### src/rtl/datapath_multi.sv
// Multi-accumulator datapath: NUM_ACC accumulators, 8-op ALU with Z/N/C/V flags and
// a DATA_WIDTH-cycle shift-add unsigned multiplier behind an exec/busy/done handshake.
module datapath_multi #(
  parameter int DATA_WIDTH    = 16,
  parameter int OPERAND_WIDTH = 11,
  parameter int NUM_ACC       = 4,
  parameter int ACC_SEL_WIDTH = $clog2(NUM_ACC)
) (
  input  logic                     clock_in,
  input  logic                     reset_n_in,
  input  logic                     exec_in,
  input  logic [1:0]               sel_A_in,
  input  logic                     sel_B_in,
  input  logic [2:0]               alu_op_in,
  input  logic [ACC_SEL_WIDTH-1:0] acc_sel_in,
  input  logic                     status_wr_in,
  input  logic                     acc_clear_in,
  input  logic [OPERAND_WIDTH-1:0] operand_in,
  input  logic [DATA_WIDTH-1:0]    data_memory_in,
  output logic [OPERAND_WIDTH-1:0] data_memory_address_out,
  output logic [DATA_WIDTH-1:0]    data_out,
  output logic [DATA_WIDTH-1:0]    ext_out,
  output logic                     busy_out,
  output logic                     done_out,
  output logic                     status_Z_out,
  output logic                     status_N_out,
  output logic                     status_C_out,
  output logic                     status_V_out
);

  localparam logic [0:0] ST_IDLE = 1'b0;
  localparam logic [0:0] ST_MUL  = 1'b1;
  localparam int CNT_W = $clog2(DATA_WIDTH + 1);

  localparam logic [2:0] OP_ADD = 3'b000;
  localparam logic [2:0] OP_SUB = 3'b001;
  localparam logic [2:0] OP_AND = 3'b010;
  localparam logic [2:0] OP_OR  = 3'b011;
  localparam logic [2:0] OP_XOR = 3'b100;
  localparam logic [2:0] OP_SHL = 3'b101;
  localparam logic [2:0] OP_SHR = 3'b110;
  localparam logic [2:0] OP_MUL = 3'b111;

  logic [DATA_WIDTH-1:0]    acc [NUM_ACC];
  logic [0:0]               state;
  logic [CNT_W-1:0]         cnt;
  logic [2*DATA_WIDTH-1:0]  mcand;
  logic [DATA_WIDTH-1:0]    mplier;
  logic [2*DATA_WIDTH-1:0]  prod;
  logic [2*DATA_WIDTH-1:0]  prod_next;
  logic [ACC_SEL_WIDTH-1:0] mul_sel;
  logic                     mul_swr;

  logic [DATA_WIDTH-1:0] op_a;
  logic [DATA_WIDTH-1:0] op_b;
  logic [DATA_WIDTH:0]   sum_ext;
  logic [DATA_WIDTH:0]   dif_ext;
  logic [DATA_WIDTH-1:0] alu_res;
  logic                  alu_c;
  logic                  alu_v;
  logic                  is_mul;

  assign data_memory_address_out = operand_in;
  assign ext_out  = {{(DATA_WIDTH-OPERAND_WIDTH){operand_in[OPERAND_WIDTH-1]}}, operand_in};
  assign data_out = acc[acc_sel_in];
  assign busy_out = (state == ST_MUL);

  assign op_a    = acc[acc_sel_in];
  assign op_b    = sel_B_in ? ext_out : data_memory_in;
  assign sum_ext = {1'b0, op_a} + {1'b0, op_b};
  // Top bit of the widened difference is the unsigned borrow (A < B).
  assign dif_ext = {1'b0, op_a} - {1'b0, op_b};
  assign is_mul  = (sel_A_in == 2'b10) && (alu_op_in == OP_MUL);

  assign prod_next = prod + (mplier[0] ? mcand : '0);

  always_comb begin
    alu_res = '0;
    alu_c   = 1'b0;
    alu_v   = 1'b0;
    case (alu_op_in)
      OP_ADD: begin
        alu_res = sum_ext[DATA_WIDTH-1:0];
        alu_c   = sum_ext[DATA_WIDTH];
        alu_v   = (op_a[DATA_WIDTH-1] == op_b[DATA_WIDTH-1]) &&
                  (sum_ext[DATA_WIDTH-1] != op_a[DATA_WIDTH-1]);
      end
      OP_SUB: begin
        alu_res = dif_ext[DATA_WIDTH-1:0];
        alu_c   = dif_ext[DATA_WIDTH];
        alu_v   = (op_a[DATA_WIDTH-1] != op_b[DATA_WIDTH-1]) &&
                  (dif_ext[DATA_WIDTH-1] != op_a[DATA_WIDTH-1]);
      end
      OP_AND: alu_res = op_a & op_b;
      OP_OR:  alu_res = op_a | op_b;
      OP_XOR: alu_res = op_a ^ op_b;
      OP_SHL: begin
        alu_res = {op_a[DATA_WIDTH-2:0], 1'b0};
        alu_c   = op_a[DATA_WIDTH-1];
      end
      OP_SHR: begin
        alu_res = {1'b0, op_a[DATA_WIDTH-1:1]};
        alu_c   = op_a[0];
      end
      default: alu_res = '0;
    endcase
  end

  always_ff @(posedge clock_in) begin
    if (!reset_n_in || acc_clear_in) begin
      for (int unsigned i = 0; i < NUM_ACC; i++) acc[i] <= '0;
      status_Z_out <= 1'b0;
      status_N_out <= 1'b0;
      status_C_out <= 1'b0;
      status_V_out <= 1'b0;
      state        <= ST_IDLE;
      cnt          <= '0;
      done_out     <= 1'b0;
      mcand        <= '0;
      mplier       <= '0;
      prod         <= '0;
      mul_sel      <= '0;
      mul_swr      <= 1'b0;
    end else begin
      done_out <= 1'b0;
      case (state)
        ST_IDLE: begin
          if (exec_in) begin
            if (is_mul) begin
              mcand   <= (2*DATA_WIDTH)'(op_a);
              mplier  <= op_b;
              prod    <= '0;
              cnt     <= '0;
              mul_sel <= acc_sel_in;
              mul_swr <= status_wr_in;
              state   <= ST_MUL;
            end else begin
              done_out <= 1'b1;
              case (sel_A_in)
                2'b00: acc[acc_sel_in] <= data_memory_in;
                2'b01: acc[acc_sel_in] <= ext_out;
                2'b10: begin
                  acc[acc_sel_in] <= alu_res;
                  if (status_wr_in) begin
                    status_Z_out <= (alu_res == '0);
                    status_N_out <= alu_res[DATA_WIDTH-1];
                    status_C_out <= alu_c;
                    status_V_out <= alu_v;
                  end
                end
                default: ;
              endcase
            end
          end
        end
        default: begin
          prod   <= prod_next;
          mcand  <= mcand << 1;
          mplier <= mplier >> 1;
          cnt    <= cnt + 1'b1;
          // Final iteration writes prod_next directly so busy spans exactly DATA_WIDTH cycles.
          if (cnt == CNT_W'(DATA_WIDTH - 1)) begin
            acc[mul_sel] <= prod_next[DATA_WIDTH-1:0];
            if (mul_swr) begin
              status_Z_out <= (prod_next[DATA_WIDTH-1:0] == '0);
              status_N_out <= prod_next[DATA_WIDTH-1];
              status_C_out <= |prod_next[2*DATA_WIDTH-1:DATA_WIDTH];
              status_V_out <= 1'b0;
            end
            state    <= ST_IDLE;
            done_out <= 1'b1;
          end
        end
      endcase
    end
  end

endmodule

### config.mk
export PLATFORM = sky130hd
export DESIGN_NAME = datapath_multi
export DESIGN_NICKNAME = d
export VERILOG_FILES = /design/src/rtl/datapath_multi.sv
export SDC_FILE = /design/constraint.sdc
export NUM_CORES = 1
export LEC_CHECK = 0
export BUFFER_PORTS_ARGS = -buffer_cell sky130_fd_sc_hd__buf_2
export CAP_MARGIN = 20
export CORE_ASPECT_RATIO = 1.5
export CORE_UTILIZATION = 60
export CTS_BUF_LIST = sky130_fd_sc_hd__clkbuf_2
export CTS_CLUSTER_SIZE = 20
export DETAILED_ROUTE_END_ITERATION = 16
export GPL_TIMING_DRIVEN = 0
export PLACE_DENSITY = 0.8
export SETUP_SLACK_MARGIN = 0.05
export SLEW_MARGIN = 10
export SYNTH_ARGS = -nofsm -noshare
export SYNTH_HDL_FRONTEND = slang
export SYNTH_SLANG_ARGS = --single-unit
### constraint.sdc
create_clock -name clock_in -period 5.6 [get_ports clock_in]
set_clock_uncertainty 0.1 [all_clocks]
set_input_delay 0.56 -clock clock_in [delete_from_list [all_inputs] [get_ports clock_in]]
set_output_delay 0.56 -clock clock_in [all_outputs]
set_load 0.005 [all_outputs]
==> results.md <==
- Clock buffer count from CTS: 17
- Post-synth EDFFs: 64
- Pin count of the biggest net entering global routing: 18
- Die X: 117 µm
- Layout cells sized above 1: 11.8%
- Core region area: 19300 µm²
- Final-layout setup total negative slack: 0 ns
- IO buf count: 86
- Cell area after layout: 12900 µm²
- Unique cell type count in the Yosys netlist: 74
- Type of the worst setup path: input pin to register
- Hold path depth: 4
- Synth area leader: edfxtp_1
- Insertion delay to the later sink of the worst-skew pair: 0.81 ns
- Data required time at the worst endpoint: 6.04 ns
- Pleak: 0.00563 µW
- Post-DRT Antenna Nets: 0
- Final layout net count: 1686
- Max VDD drop: 0.000182 V
- Number of clock sinks seen by CTS: 158
- Final Max Slew Viols: 0
- Post-DP HPWL: 30.0 mm
- Number of placement rows: 62
- Grt total ovfl: 0
- Global Route Usage Sum: 39.6%
- Final core utilization: 67.0%
- Predominant post-synthesis flop cell: dfxtp_1
- RSZ-0062 raised after global routing: false
- Pwr dens: 197 nW/µm²
- Count of endpoints failing setup in the final report: 0
- Final Hold Violating Endpoints: 0
- Cell chosen for the clock root: clkbuf_2
- Summed instance area of the synthesized netlist: 11900 µm²
- Clock tree from TritonCTS: done
- Avg Vias per Cell: 6.43
- Mapped Avg Cell Area: 8.18 µm²
- Initial core utilization: 61.6%
- Async set-reset flop share out of synthesis: 0%
- Router iterations before antenna repair: 5
- Synthesized instance count: 1454
- Critical Path Fanout Max: 10
- Endpoint type of the worst setup path: register
- Buffer levels on the longest clock path: 2
- Top cell type's share of synthesized area: 16.1%
- Maximum frequency from static timing analysis: 193 MHz
- Post-Synthesis Net Count: 1579
- First-pass GRT wire length: 60.4 mm
- Final routed wire length divided by cell count: 21.4 µm
- Number of antenna violations at the first check in global routing: 3
- Count of hold buffers inserted by post-cts repair: 1
- Min-delay worst type: input pin to register
- Result of the run: finished, final reports clean
- Full die area: 20400 µm²
- Worst-Margin Slew: 1.19 ns
- Synthesis Warnings: 0
- Vias in the first global route: 11351
- R2r worst-path depth: 13
- Boundary Pins: 89
- Arrival time at the worst endpoint: 5.63 ns
- Fraction of the yosys area taken by sequential cells: 32.0%
- DRC viols: 0
- Initial drt markers: 1210
- Final wirelength: 39.2 mm
- Depth of the CTS H-tree: 4
- Clk pin slew, worst setup/hold paths: 0.28 ns
- Seq cells post-synth: 158
- Worst Hold Slack: 0.193 ns
- Area added between synthesis and finish: 8.77%
- Startpoint kind of the worst setup timing path: input pin
- Minimum period implied by the final worst setup slack: 5.19 ns
- Via count of the routed design: 11778
- Number of instances resized during post-cts repair: 0
- Max-cap violations: 0
- Post-place instance area: 12700 µm²
- Final estimated routing congestion in global placement: 1.06
- Die extent in y: 174 µm
- Worst slew margin relative to its limit: 19.6%
- Post-route clock period utilization: 92.7%
- Post-CTS setup buffers: 0
- Largest cells by area after synthesis: edfxtp_1, dfxtp_1, ha_1, a21oi_1, nor2_1
==> cells in the mapped netlist, types with 29 or more instances <==
cell type    n
and3_1      46
edfxtp_1    64
a21oi_1    176
clkbuf_1    70
and2_1      43
mux2i_1     35
dfxtp_1     94
inv_1       71
nor2_1     199
nor2b_1     29
o21ai_0     34
ha_1        82
nand2_1    114
==> area by class of cell <==
class	instances	area, µm²
Clock buffer	17	85.1
Fill cell	1674	6370
Buffer	115	548
Antenna cell	1	2.50
Clock inverter	15	173
Timing Repair Buffer	88	452
Multi-Input combinational cell	1108	7290
Sequential cell	158	3800
Inverter	73	274
Tap cell	256	320
==> power by group <==
part           switching (µW)  internal [µW]
registers                8.27           1230
clock network             486            189
logic                     408            227
total                     902           1640
==> sequential cells by signal, indices dropped and copies added (netlist names), 2 cells and up <==
register and cells:
acc 64, mcand 32, prod 32, mplier 16, cnt 5, mul_sel 2
==> worst max-delay path, cell delays in order <==
cell and delay [ns]:
clkbuf_2 0.29, buf_1 0.54, mux4_2 0.56, ha_1 0.34
clkbuf_1 0.19, a2111oi_0 0.45, o21ai_1 0.43, a221o_1 0.47
nand3_1 0.13, nand2_1 0.10, a311o_1 0.36, a22oi_1 0.35
a221oi_1 0.17, a21oi_1 0.58, nor2_1 0.10
==> metal layers <==
layer	global-route usage, %	part of all wire (%)
met1	43.7	35
met2	65.0	47
met3	8.89	9.3
met4	30.3	8.4
met5	0	0.028
==> logic make-up (layout without fill, tap and decap cells) <==
| logic type | Yosys count | after routing | share of synthesized area [%] |
|---|---|---|---|
| other cells | 0 | 1 | 0 |
| mux | 55 | 55 | 6.35 |
| simple gates | 521 | 521 | 20.9 |
| fa+ha+maj | 85 | 85 | 9.13 |
| compound gates | 406 | 406 | 21.7 |
| xor+xnor | 41 | 41 | 3.02 |
| buf+inv | 188 | 308 | 6.91 |
| flops | 158 | 158 | 32.0 |
==> cell usage in the layout (no fill, tap or decap), drive strengths merged, types with 16 or more instances in the layout <==
cell      n
edfxtp   64
mux4     16
nor2b    29
buf     131
o21ai    42
inv      81
and2     43
a211oi   27
a22oi    17
xnor2    27
dfxtp    94
a21oi   176
nand3    23
a21o     24
ha       82
clkbuf   88
nor2    199
nand2   114
mux2i    35
and3     46
==> metrics by stage <==
step,total power [µW],std cells,setup slack [ns]
floorplan,1670,1454,1.11
global placement,1850,1796,-0.0781
detailed placement,1860,1797,-0.120
CTS,2510,1830,0.722
global route,2640,1831,0.362
finish,2540,1831,0.409
==> path summary, 6_finish.rpt <==
path | start | endpoint | slack [ns]
min reg2reg | cnt[3] | cnt[3] | 0.41
max reg2reg | acc[3][6] | acc[2][15] | 0.48
min | exec_in | done_out | 0.19
max | acc_sel_in[1] | acc[2][15] | 0.41
Note: power is estimated with default switching activity, not from simulation.
